## src/rtl/loading_b_if.sv

```systemverilog
// Symbol-stream bundle between the V-stage and the B-insertion stage.
// master drives the strobe and input symbol; slave returns the coded output stream.
// No flow control beyond the en strobe: the slave accepts every strobed symbol.
interface loading_b_if;
  logic       en;
  logic [1:0] v_data;
  logic [1:0] b_data;
  logic       out_valid;

  modport master (output en, output v_data, input b_data, input out_valid);
  modport slave  (input en, input v_data, output b_data, output out_valid);
endinterface

```

## src/rtl/loading_b.sv

```systemverilog
// Balance-pulse (B) insertion stage: 4-deep symbol delay line with B substitution.
// Latency: a symbol accepted on accept edge k is on b_data after accept edge k+4.
// No backpressure: en=0 freezes all state and drops out_valid; every en=1 edge is accepted.
module loading_b #(
  parameter logic [1:0] ZERO = 2'b00,
  parameter logic [1:0] ONE  = 2'b01,
  parameter logic [1:0] V    = 2'b10,
  parameter logic [1:0] B    = 2'b11
) (
  input  logic        clk,
  input  logic        rst,
  loading_b_if.slave  bus
);

  logic [1:0] s0_q, s1_q, s2_q, s3_q, b_q;
  logic [1:0] s0_d, s1_d, s2_d, s3_d, b_d;
  logic       parity_q, parity_d;
  logic       vld_q, vld_d;
  logic [2:0] fill_q, fill_d;

  logic [1:0] sym_in;
  logic       is_v;
  logic       is_one;
  logic       ins_b;

  // Decode the upstream symbol; the unused code 2'b11 is treated as a plain ZERO.
  always_comb begin
    sym_in = ZERO;
    is_v   = 1'b0;
    is_one = 1'b0;
    case (bus.v_data)
      2'b01: begin
        sym_in = ONE;
        is_one = 1'b1;
      end
      2'b10: begin
        sym_in = V;
        is_v   = 1'b1;
      end
      default: sym_in = ZERO;
    endcase
    // An even-parity V needs its balancing pulse three symbols earlier, which sits in s2.
    ins_b = is_v && !parity_q && (s2_q == ZERO);
  end

  // Next state: shift on accept, otherwise hold everything and drop out_valid.
  always_comb begin
    s0_d     = s0_q;
    s1_d     = s1_q;
    s2_d     = s2_q;
    s3_d     = s3_q;
    b_d      = b_q;
    parity_d = parity_q;
    fill_d   = fill_q;
    vld_d    = 1'b0;
    if (bus.en) begin
      s0_d  = sym_in;
      s1_d  = s0_q;
      s2_d  = s1_q;
      s3_d  = ins_b ? B : s2_q;
      b_d   = s3_q;
      vld_d = (fill_q == 3'd4);
      if (fill_q != 3'd4) begin
        fill_d = fill_q + 3'd1;
      end
      if (is_v) begin
        parity_d = 1'b0;
      end else if (is_one) begin
        parity_d = ~parity_q;
      end
    end
  end

  // State registers; reset empties the delay line and restarts the fill count.
  always_ff @(posedge clk or negedge rst) begin
    if (!rst) begin
      s0_q     <= ZERO;
      s1_q     <= ZERO;
      s2_q     <= ZERO;
      s3_q     <= ZERO;
      b_q      <= ZERO;
      parity_q <= 1'b0;
      fill_q   <= 3'd0;
      vld_q    <= 1'b0;
    end else begin
      s0_q     <= s0_d;
      s1_q     <= s1_d;
      s2_q     <= s2_d;
      s3_q     <= s3_d;
      b_q      <= b_d;
      parity_q <= parity_d;
      fill_q   <= fill_d;
      vld_q    <= vld_d;
    end
  end

  assign bus.b_data    = b_q;
  assign bus.out_valid = vld_q;

endmodule

```

## src/flat_wrapper.sv

```systemverilog
// flat-port wrapper written by rule: the top's interface ports become plain ports
module loading_b_flat 
#(
  parameter logic [1:0] ZERO = 2'b00,
  parameter logic [1:0] ONE  = 2'b01,
  parameter logic [1:0] V    = 2'b10,
  parameter logic [1:0] B    = 2'b11
)
  (clk, rst, bus_en, bus_v_data, bus_b_data, bus_out_valid);
  loading_b_if bus_i ();
  input  logic clk;
  input  logic rst;
  input wire logic [$bits(bus_i.en)-1:0] bus_en;
  input wire logic [$bits(bus_i.v_data)-1:0] bus_v_data;
  output wire logic [$bits(bus_i.b_data)-1:0] bus_b_data;
  output wire logic [$bits(bus_i.out_valid)-1:0] bus_out_valid;
  assign bus_i.en = bus_en;
  assign bus_i.v_data = bus_v_data;
  assign bus_b_data = bus_i.b_data;
  assign bus_out_valid = bus_i.out_valid;
  loading_b #(.ZERO(ZERO), .ONE(ONE), .V(V), .B(B)) u_core (.clk(clk), .rst(rst), .bus(bus_i));
endmodule
```

## config.mk

```make
export PLATFORM = sky130hd
export DESIGN_NAME = loading_b_flat
export DESIGN_NICKNAME = d
export VERILOG_FILES = /design/src/rtl/loading_b_if.sv /design/src/rtl/loading_b.sv /design/src/flat_wrapper.sv
export SDC_FILE = /design/constraint.sdc
export NUM_CORES = 1
export LEC_CHECK = 0
export CORE_MARGIN = 1
export CORE_UTILIZATION = 37
export CTS_BUF_LIST = sky130_fd_sc_hd__clkbuf_8 sky130_fd_sc_hd__clkbuf_16
export DETAILED_ROUTE_END_ITERATION = 7
export PLACE_DENSITY = 0.63
export SETUP_SLACK_MARGIN = 0.4
export SLEW_MARGIN = 20
export SYNTH_ARGS = -nofsm -noshare
export SYNTH_HDL_FRONTEND = slang
export SYNTH_SLANG_ARGS = --single-unit
```

## constraint.sdc

```tcl
create_clock -name clk -period 1.6 [get_ports clk]
set_input_delay 0.32 -clock clk [delete_from_list [all_inputs] [get_ports clk]]
set_output_delay 0.32 -clock clk [all_outputs]
set_load 0.01 [all_outputs]
```

==> results.yml, run 1 <==
status:
  outcome: "complete, no violations"
final_layout:
  drive_gt1_frac: 0.386
  diodes: 0
  final_std_cell_area_no_fill_um2: 892
  synthToLayoutAreaGrowth_pct: 29.6
  fin_nets: 80
  stdcell_count: 95
  post-route-util: 0.517
floorplan:
  floorplan.core_area_mm2: 0.00173
  fp.dieH_um: 45.1
  start_util: 0.399
  num_io_pins: 8
  die-area_mm2: 0.00204
  die_x_um: 45.1
  core.rowCount: 15
yosys:
  yosysUniqueCellTypes: 18
  synth.ff_latch_count: 15
  post-synth-top-area-cell: "sky130_fd_sc_hd__dfrtp_1"
  seq_area_frac_synth: 0.545
  synth_top_cells_by_area: "sky130_fd_sc_hd__dfrtp_1 55%, sky130_fd_sc_hd__mux2_2 9.8%, sky130_fd_sc_hd__ha_1 7.3%"
  netlist_instances: 53
  syn_area_per_cell_um2: 13.0
  synth_fp_nets: 62
  netlist_area_um2: 688
  synth-warning-count: 0
  synth_top_area_frac: 0.545
grt:
  grt_pass1_vias: 405
  antenna_violations_before_repair: 0
  overflow: 0
  grt_first_pass_wirelength_mm: 1.73
  grt_total_usage: 0.125
  grt_max_degree: 16
route:
  detail_route.wirelength_um: 993
  drt_first_iter_violations: 3
  route.detailed.wl_per_inst_um: 10.5
  route.detailed.drc: 0
  via_count: 428
  detail_route.vias_per_cell: 4.51
  final_antenna_net_count: 0
  drt_pass1_iterations: 3
clock_tree:
  cts.clk_slew.worst_paths_ns: 0.06
  ctsRootBufferMaster: "sky130_fd_sc_hd__clkbuf_8"
  cts_max_path_buffers: 2
  clock_tree_from_tritoncts: "yes"
  worstSkewPairLatency_ns: 0.24
  cts.hold.buffers_added: 0
  cts_buffers: 3
  clkSinkCount: 15
  cts.htree.levels: 1
critical_path:
  critical_path_class: "flop to output port"
  timing.critical_path.fanout_max: 2
  cp_slowest_stage_delay_ns: 0.38
  critical_path.endpoint_type: "output port"
  path_cells: "clkdlybuf4s15_1"
  worstSetupStartpointType: "flop"
  cp.buffers_inverters: 1
  worst-endpoint-required_ns: 1.28
  worst-endpoint-arrival_ns: 0.85
  top_delay_family_on_crit_path: "flip-flops"
  slowest_stage: "sky130_fd_sc_hd__dfrtp_1"
timing:
  period_needed_ns: 1.17
  max_clock_freq_mhz: 854
  worst_slew_pin_slew_ns: 0.193
  grt_setup_unrepaired: "yes"
  setup_violations: 0
  final-hold-violation-count: 0
  period_share: 0.732
  slew_violations: 0
  clock-skew-final_ns: 0.00163
  fin_tns_setup_ns: 0
  relSlewSlack: 0.871
placement:
  numPlacedInstances: 88
  dp_hpwl_um: 710
  numPortBuffers: 7
  postPlaceCellArea_um2: 808
  place_congestion: 0.645
worst_hold_path:
  timing.hold.worst.class: "input pin to async pin"
power_and_ir_drop:
  leakage_nw: 0.428
  vdd.ir_drop.worst_v: 0.000484
  power.total_mw: 1.23
  power-per-cell-area_mw_per_mm2: 1380
run:
  cap_violations: 0
## where the power goes
group / internal, mW / switching (mW)
sequential: 0.477 / 0.0651
combinational: 0.241 / 0.158
clock: 0.170 / 0.124
## final timing paths
| path | from | to | slack, ns | depth (start not counted) |
|---|---|---|---|---|
| max | u_core.bus.b_data[0] | bus_b_data[0] | 0.43 | 1 |
| min | rst | u_core.bus.b_data[0] | 0.39 | 2 |
| max reg2reg | u_core.fill_q[0] | u_core.fill_q[1] | 0.45 | 4 |
| min reg2reg | u_core.s1_q[1] | u_core.s2_q[1] | 0.50 | 2 |
| max in group asynchronous | rst | u_core.s3_q[0] | 1.04 | 2 |
| min in group clk | u_core.s1_q[1] | u_core.s2_q[1] | 0.50 | 2 |
## placed cells by master, fill, tap and decap left out
cell                              instances
sky130_fd_sc_hd__inv_2                    3
sky130_fd_sc_hd__clkdlybuf4s50_1          1
sky130_fd_sc_hd__inv_1                    4
sky130_fd_sc_hd__dlygate4sd2_1            3
sky130_fd_sc_hd__ha_1                     2
sky130_fd_sc_hd__nor2_1                   3
sky130_fd_sc_hd__mux2_4                   2
sky130_fd_sc_hd__nor2b_1                  1
sky130_fd_sc_hd__a21boi_4                 1
sky130_fd_sc_hd__clkbuf_8                 3
sky130_fd_sc_hd__ha_4                     2
sky130_fd_sc_hd__buf_4                    8
sky130_fd_sc_hd__xnor2_1                  1
sky130_fd_sc_hd__dfrtp_1                 15
sky130_fd_sc_hd__clkdlybuf4s15_1          2
sky130_fd_sc_hd__a21oi_1                  1
sky130_fd_sc_hd__o21ai_0                  2
sky130_fd_sc_hd__or3b_1                   2
sky130_fd_sc_hd__clkbuf_2                 1
sky130_fd_sc_hd__and3_1                   1
sky130_fd_sc_hd__nand2_1                  2
sky130_fd_sc_hd__a31oi_1                  3
sky130_fd_sc_hd__mux2_2                   6
sky130_fd_sc_hd__nor2b_4                  1
## sequential cells by signal, indices dropped and copies added (netlist names)
register	cells
u_core.fill_q	3
u_core.bus.b_data	2
u_core.s0_q	2
u_core.s1_q	2
u_core.s2_q	2
u_core.s3_q	2
u_core.bus.out_valid	1
u_core.parity_q	1
## Yosys cell counts
cell type                  number
sky130_fd_sc_hd__a31oi_1        3
sky130_fd_sc_hd__a21boi_4       1
sky130_fd_sc_hd__mux2_2         6
sky130_fd_sc_hd__and3_1         1
sky130_fd_sc_hd__buf_4          1
sky130_fd_sc_hd__nor2b_4        1
sky130_fd_sc_hd__nand2_1        2
sky130_fd_sc_hd__dfrtp_1       15
sky130_fd_sc_hd__ha_1           4
sky130_fd_sc_hd__mux2_4         2
sky130_fd_sc_hd__xnor2_1        1
sky130_fd_sc_hd__or3b_1         2
sky130_fd_sc_hd__inv_1          6
sky130_fd_sc_hd__o21ai_0        2
sky130_fd_sc_hd__a21oi_1        1
sky130_fd_sc_hd__nor2_1         3
sky130_fd_sc_hd__buf_6          1
sky130_fd_sc_hd__nor2b_1        1
## per-layer routing
layer / track usage / share of wire / vias to the layer above
li1: - / - / 211
met3: 0.0360 / 0.039 / 2
met2: 0.171 / 0.46 / 9
met1: 0.158 / 0.48 / 206
met5: 0 / 0 / -
met4: 0.109 / 0.024 / 0
## what timing repair did
item,CTS,global route
endpoints found under the setup margin,12,4
gates resized for setup,10,6
buffers inserted,3,0
pin swaps,2,1
hold endpoints to repair,0,0
## layout make-up
class | instances | area (um^2)
inverters | 6 | 22.5
repair buffers | 15 | 121
clock buffers | 3 | 41.3
fillers | 153 | 835
clock inverters | 1 | 3.75
well taps | 25 | 31.3
multi-input cells | 30 | 297
flip-flops and latches | 15 | 375
## metrics by stage
stage / hold WS [ns] / worst slack, ns
6_report: 0.390 / 0.429
5_1_grt: 0.414 / 0.394
4_1_cts: 0.394 / 0.370
3_5_place_dp: 0.482 / -0.110
3_3_place_gp: 0.477 / -0.0789
2_1_floorplan: 0.0244 / 0.402
## cell families (layout without fill, tap and decap cells)
logic type,count (synthesis),count (layout),share of synthesized area
AO/OA/AOI/OAI,7,7,0.0764
XOR/XNOR,1,1,0.0127
adder cells (fa/ha/maj),4,4,0.0727
buffers and inverters,8,25,0.0600
flip-flops,15,15,0.545
multiplexers,8,8,0.142
AND/OR/NAND/NOR,10,10,0.0909
Note: power is estimated with default switching activity, not from simulation.
==> run 2, diff against run 1 <==
Settings changed: PLACE_DENSITY 0.63 to 0.65.
Clock period 1.6 ns to 1 ns, I/O delays scaled along.
==> run 2 against run 1 <==
Against the previous run: largest power group is now combinational logic; clock skew barely moved; design area rose by 17%; critical path depth rose by 3; global-route usage rose by 4.4 points; wire length rose by 39%; sequential power rose by 65%; setup slack got worse by 0.63 ns; the flow now finishes with violations (negative setup slack); hold slack got worse by 0.13 ns; critical path type is now flop to flop; final cell count rose by 12%.
==> results.yml, run 2 (synthesized netlist as in run 1, its figures left out) <==
status:
  outcome: "finished with violations"
  failing_checks: "negative setup slack"
grt:
  grt_max_degree: 16
  grt_first_pass_wirelength_mm: 2.26
  grt_pass1_vias: 477
  grt_total_usage: 0.168
  overflow: 0
  antenna_violations_before_repair: 0
final_layout:
  fin_nets: 91
  area_taken_by_multi_input_logic_gates_um2: 360
  mostFrequentLayoutCells: "15 x sky130_fd_sc_hd__buf_4, 15 x sky130_fd_sc_hd__dfrtp_1, 8 x sky130_fd_sc_hd__mux2_4"
  largest_register_ff_count: 3
  drive_gt1_frac: 0.667
  stdcell_count: 106
  n_fill_cell: 141
  seq_area_um2: 375
  synthToLayoutAreaGrowth_pct: 51.8
  largest-register: "u_core.fill_q"
  diodes: 0
route:
  drt_first_iter_violations: 4
  final_antenna_net_count: 0
  detail_route.vias_per_cell: 4.58
  detail_route.wirelength_mm: 1.38
  drt_pass1_iterations: 4
  via_count: 486
  route.detailed.wl_per_inst_um: 13.0
  route.detailed.drc: 0
critical_path:
  top_delay_family_on_crit_path: "flip-flops"
  cp_slowest_stage_delay_ns: 0.38
  critical_path_class: "flop to flop"
  slowest_stage: "sky130_fd_sc_hd__dfrtp_1"
  worstSetupStartpointType: "flop"
  reg2reg_setup_slack_ns: -0.20
  critical_path.endpoint_type: "flop"
  timing.critical_path.fanout_max: 2
  worst-endpoint-arrival_ns: 1.34
  path_cells: "inv_2 -> ha_4 -> a21boi_4 -> mux2_4"
  cp.buffers_inverters: 1
  worst-endpoint-required_ns: 1.14
power_and_ir_drop:
  power.total_mw: 2.40
  leakage_nw: 0.508
  vdd.ir_drop.worst_v: 0.00117
  power-per-cell-area_mw_per_mm2: 2300
timing:
  setup_slack_ns: -0.203
  period_share: 1.20
  grt_setup_unrepaired: "yes"
  setup_violations: 3
  slew_violations: 0
  final-hold-violation-count: 0
  worst_slew_pin_slew_ns: 0.195
  max_clock_freq_mhz: 831
  fin_tns_setup_ns: -0.439
  clock-skew-final_ns: 0.00209
  period_needed_ns: 1.20
  relSlewSlack: 0.870
  fin_worst_hold_slack_ns: 0.263
placement:
  place_congestion: 0.696
  numPortBuffers: 7
  dp_hpwl_um: 826
  numPlacedInstances: 96
clock_tree:
  worstSkewPairLatency_ns: 0.25
  ctsRootBufferMaster: "sky130_fd_sc_hd__clkbuf_8"
  clkSinkCount: 15
  cts_buffers: 3
  clock_tree_from_tritoncts: "yes"
  cts.clk_slew.worst_paths_ns: 0.06
  cts.hold.buffers_added: 0
  cts.htree.levels: 1
  cts_max_path_buffers: 2
run:
  cap_violations: 0
floorplan:
  floorplan.core_area_mm2: 0.00173
  num_io_pins: 8
  start_util: 0.399
  die-area_mm2: 0.00204
  core.rowCount: 15
  die_x_um: 45.1
  fp.dieH_um: 45.1
worst_hold_path:
  timing.hold.worst.class: "input pin to async pin"
[run 2: changes by cell type in the layout (fill, tap and decap cells not counted), moves of 3 or more]
cell	previous run	this run
sky130_fd_sc_hd__buf_4	8	15
sky130_fd_sc_hd__buf_2	0	5
sky130_fd_sc_hd__dlygate4sd2_1	3	0
sky130_fd_sc_hd__mux2_4	2	8
sky130_fd_sc_hd__mux2_2	6	0
sky130_fd_sc_hd__inv_1	4	0
sky130_fd_sc_hd__buf_6	0	5
[run 2: timing repair]
action                                  in CTS  in global routing
endpoints found under the setup margin      18                 18
cloned                                       0                  0
resized for setup                           34                  6
pin swaps                                    5                  1
setup buffers                                5                  1
[run 2: final cells by class]
type	count	area share
Inverter	6	0.0263
Timing Repair Buffer	26	0.195
Tap cell	25	0.0299
Clock inverter	1	0.00479
Sequential cell	15	0.359
Multi-Input combinational cell	30	0.345
Clock buffer	3	0.0395
[run 2: per-layer routing]
layer / part of all wire / routed length, um / global-route usage
met2: 0.48 / 662 / 0.261
met3: 0.030 / 41 / 0.0480
met4: 0.038 / 52 / 0.127
met5: 0 / 0 / 0
met1: 0.45 / 622 / 0.195
[run 2: where the power goes]
part	internal (mW)	switching, mW	total [mW]
clock network	0.276	0.223	0.499
logic	0.631	0.379	1.01
registers	0.763	0.129	0.892
total	1.67	0.730	2.40
[run 2: per-stage QoR]
| step | util | setup WS (ns) | area (um^2) |
|---|---|---|---|
| 6_report | 0.605 | -0.203 | 1040 |
| 5_1_grt | 0.605 | -0.224 | 1040 |
| 4_1_cts | 0.591 | -0.151 | 1020 |
| 3_5_place_dp | 0.536 | -0.498 | 926 |
| 3_3_place_gp | 0.536 | -0.492 | 926 |
| 2_1_floorplan | - | -0.125 | 762 |
[run 2: worst paths after layout]
path / startpoint / endpoint / cells past startpoint
min: rst / u_core.fill_q[1] / 2
max in group asynchronous: rst / u_core.s0_q[0] / 2
max reg2reg: u_core.fill_q[0] / u_core.fill_q[1] / 4
min reg2reg: u_core.s1_q[1] / u_core.s2_q[1] / 2
max: u_core.fill_q[0] / u_core.fill_q[1] / 4
min in group clk: bus_en / u_core.fill_q[2] / 3
==> run 3, diff against run 2 <==
Settings changed: GPL_TIMING_DRIVEN set to 0.
==> run 3 against run 2 <==
Against the previous run: combinational power shrank 10%; wire length fell by 8.9%; largest cell class unchanged; non-clock buffer count decreased by 8; die area is the same; largest power group unchanged; critical endpoint unchanged; count of clock-buffer cells in the layout did not move; highest routed layer unchanged; sequential power shrank 1%; critical path type unchanged; total power decreased by 5.8%; the run ends with negative hold slack, negative setup slack left; final cell count shrank 7.5%; maximum frequency increased by 3.8%.
==> results.yml, run 3 (synthesized netlist as in run 1, its figures left out) <==
status:
  outcome: "finished with violations"
  failing_checks: "negative hold slack, negative setup slack"
timing:
  final-hold-violation-count: 15
  max_clock_freq_mhz: 863
  fin_tns_setup_ns: -0.382
  period_needed_ns: 1.16
  setup_violations: 3
  setup_slack_ns: -0.159
  slew_violations: 0
  clock-skew-final_ns: 0.000952
  period_share: 1.16
  grt_setup_unrepaired: "yes"
  worst_slew_pin_slew_ns: 0.369
  fin_worst_hold_slack_ns: -0.144
  relSlewSlack: 0.754
final_layout:
  mostFrequentLayoutCells: "15 x sky130_fd_sc_hd__dfrtp_1, 8 x sky130_fd_sc_hd__mux2_4, 7 x sky130_fd_sc_hd__buf_4"
  drive_gt1_frac: 0.589
  post-route-util: 0.580
  n_fill_cell: 150
  largest_register_ff_count: 3
  synthToLayoutAreaGrowth_pct: 45.5
  diodes: 0
  fin_nets: 83
  layout.cells.most_common: "sky130_fd_sc_hd__dfrtp_1"
  largest-register: "u_core.fill_q"
floorplan:
  core.rowCount: 15
  die_x_um: 45.1
  floorplan.core_area_mm2: 0.00173
  num_io_pins: 8
  die-area_mm2: 0.00204
  start_util: 0.399
  fp.dieH_um: 45.1
critical_path:
  cp_slowest_stage_delay_ns: 0.36
  path_cells: "inv_2 -> ha_4 -> a21boi_4 -> mux2_4"
  critical_path.endpoint_type: "flop"
  worstSetupStartpointType: "flop"
  reg2reg_setup_slack_ns: -0.16
  timing.critical_path.from: "u_core.fill_q[0]"
  critPathCapture: "u_core.fill_q[1]"
  slowest_stage: "sky130_fd_sc_hd__dfrtp_1"
  cp.buffers_inverters: 1
  worst-endpoint-required_ns: 1.13
  top_delay_family_on_crit_path: "flip-flops"
  reg2reg_depth: 4
  worst-endpoint-arrival_ns: 1.29
  timing.critical_path.depth: 4
  critical_path_class: "flop to flop"
  r2r-end: "u_core.fill_q[1]"
  timing.critical_path.fanout_max: 3
  reg2reg_from: "u_core.fill_q[0]"
clock_tree:
  cts_max_path_buffers: 2
  cts.htree.levels: 1
  clock_tree_from_tritoncts: "yes"
  clkSinkCount: 15
  worstSkewPairLatency_ns: 0.24
  cts_buffers: 3
  cts.clk_slew.worst_paths_ns: 0.06
  cts.hold.buffers_added: 0
  ctsRootBufferMaster: "sky130_fd_sc_hd__clkbuf_8"
route:
  highest-signal-layer: "met4"
  routed-wl-met2_um: 679
  drt_pass1_iterations: 4
  route.detailed.drc: 0
  routed_met3_length_um: 22
  final_antenna_net_count: 0
  detail_route.vias_per_cell: 4.60
  detail_route.wirelength_mm: 1.26
  via_count: 451
  drt_first_iter_violations: 6
  route.detailed.wl_per_inst_um: 12.8
  met1Wirelength_um: 540
placement:
  place_congestion: 0.702
  numPortBuffers: 6
  dp_hpwl_um: 773
power_and_ir_drop:
  power.total_mw: 2.26
  power_frac_clock: 0.211
  combPwrFrac: 0.400
  leakage_nw: 0.479
  power.share.switching: 0.295
  power_frac_seq: 0.389
  switching_power_uw: 667
  intPower_mw: 1.59
  power-per-cell-area_mw_per_mm2: 2260
  vdd.ir_drop.worst_v: 0.00111
grt:
  overflow: 0
  grt_first_pass_wirelength_mm: 2.08
  grt_max_degree: 16
  grt_total_usage: 0.149
  antenna_violations_before_repair: 0
  grt_pass1_vias: 468
worst_hold_path:
  timing.hold.worst.class: "input pin to async pin"
run:
  cap_violations: 0
run 3: through the flow:
step	worst slack (ns)	instances	cell area (um^2)	hold slack [ns]
floorplan	-0.125	53	762	-0.0956
global placement	-0.544	84	853	0.480
detailed placement	-0.572	84	853	0.489
CTS	-0.180	96	980	0.0999
global route	-0.210	98	1000	-0.113
finish	-0.159	98	1000	-0.144
run 3: worst min-delay path by stage:
stage                     slack, ns      startpoint  cells past startpoint              endpoint
after floorplan                -0.1             rst                      0  u_core.bus.b_data[0]
after global placement         0.48  u_core.s1_q[1]                      2        u_core.s2_q[1]
after detailed placement       0.49  u_core.s1_q[0]                      2        u_core.s2_q[0]
after CTS                       0.1             rst                      1  u_core.bus.b_data[0]
after global routing          -0.11             rst                      1  u_core.bus.b_data[1]
final                         -0.14             rst                      1  u_core.bus.b_data[1]
run 3: area by class of cell:
cell class	count	area [um^2]	share of cell area
Inverter	6	27.5	0.0275
Clock buffer	3	41.3	0.0413
Clock inverter	1	3.75	0.00375
Tap cell	25	31.3	0.0313
Multi-Input combinational cell	30	354	0.354
Buffer	2	35.0	0.0350
Timing Repair Buffer	16	133	0.132
Sequential cell	15	375	0.375
run 3: worst register-to-register path: stages, from the launching register on:
cell and delay [ns]:
sky130_fd_sc_hd__dfrtp_1 0.36, sky130_fd_sc_hd__inv_2 0.06, sky130_fd_sc_hd__ha_4 0.17, sky130_fd_sc_hd__a21boi_4 0.15, sky130_fd_sc_hd__mux2_4 0.31
run 3: repair_timing:
action	CTS	global route
hold endpoints to repair	0	15
pin swaps	7	1
buffers inserted	8	2
gates resized for setup	33	6
setup endpoints to repair	33	33
run 3: routing by layer:
metal | track usage | vias up
met5 | 0 | -
met4 | 0.109 | 0
met3 | 0.0240 | 2
met2 | 0.246 | 9
met1 | 0.173 | 226
li1 | - | 214
run 3: power groups by stage:
stage	clock, mW	sequential (mW)	combinational (mW)
2_1_floorplan	0	0.880	0.440
3_3_place_gp	0	0.884	0.575
3_5_place_dp	0	0.895	0.610
4_1_cts	0.496	0.875	0.837
5_1_grt	0.514	0.901	0.967
6_report	0.477	0.880	0.904
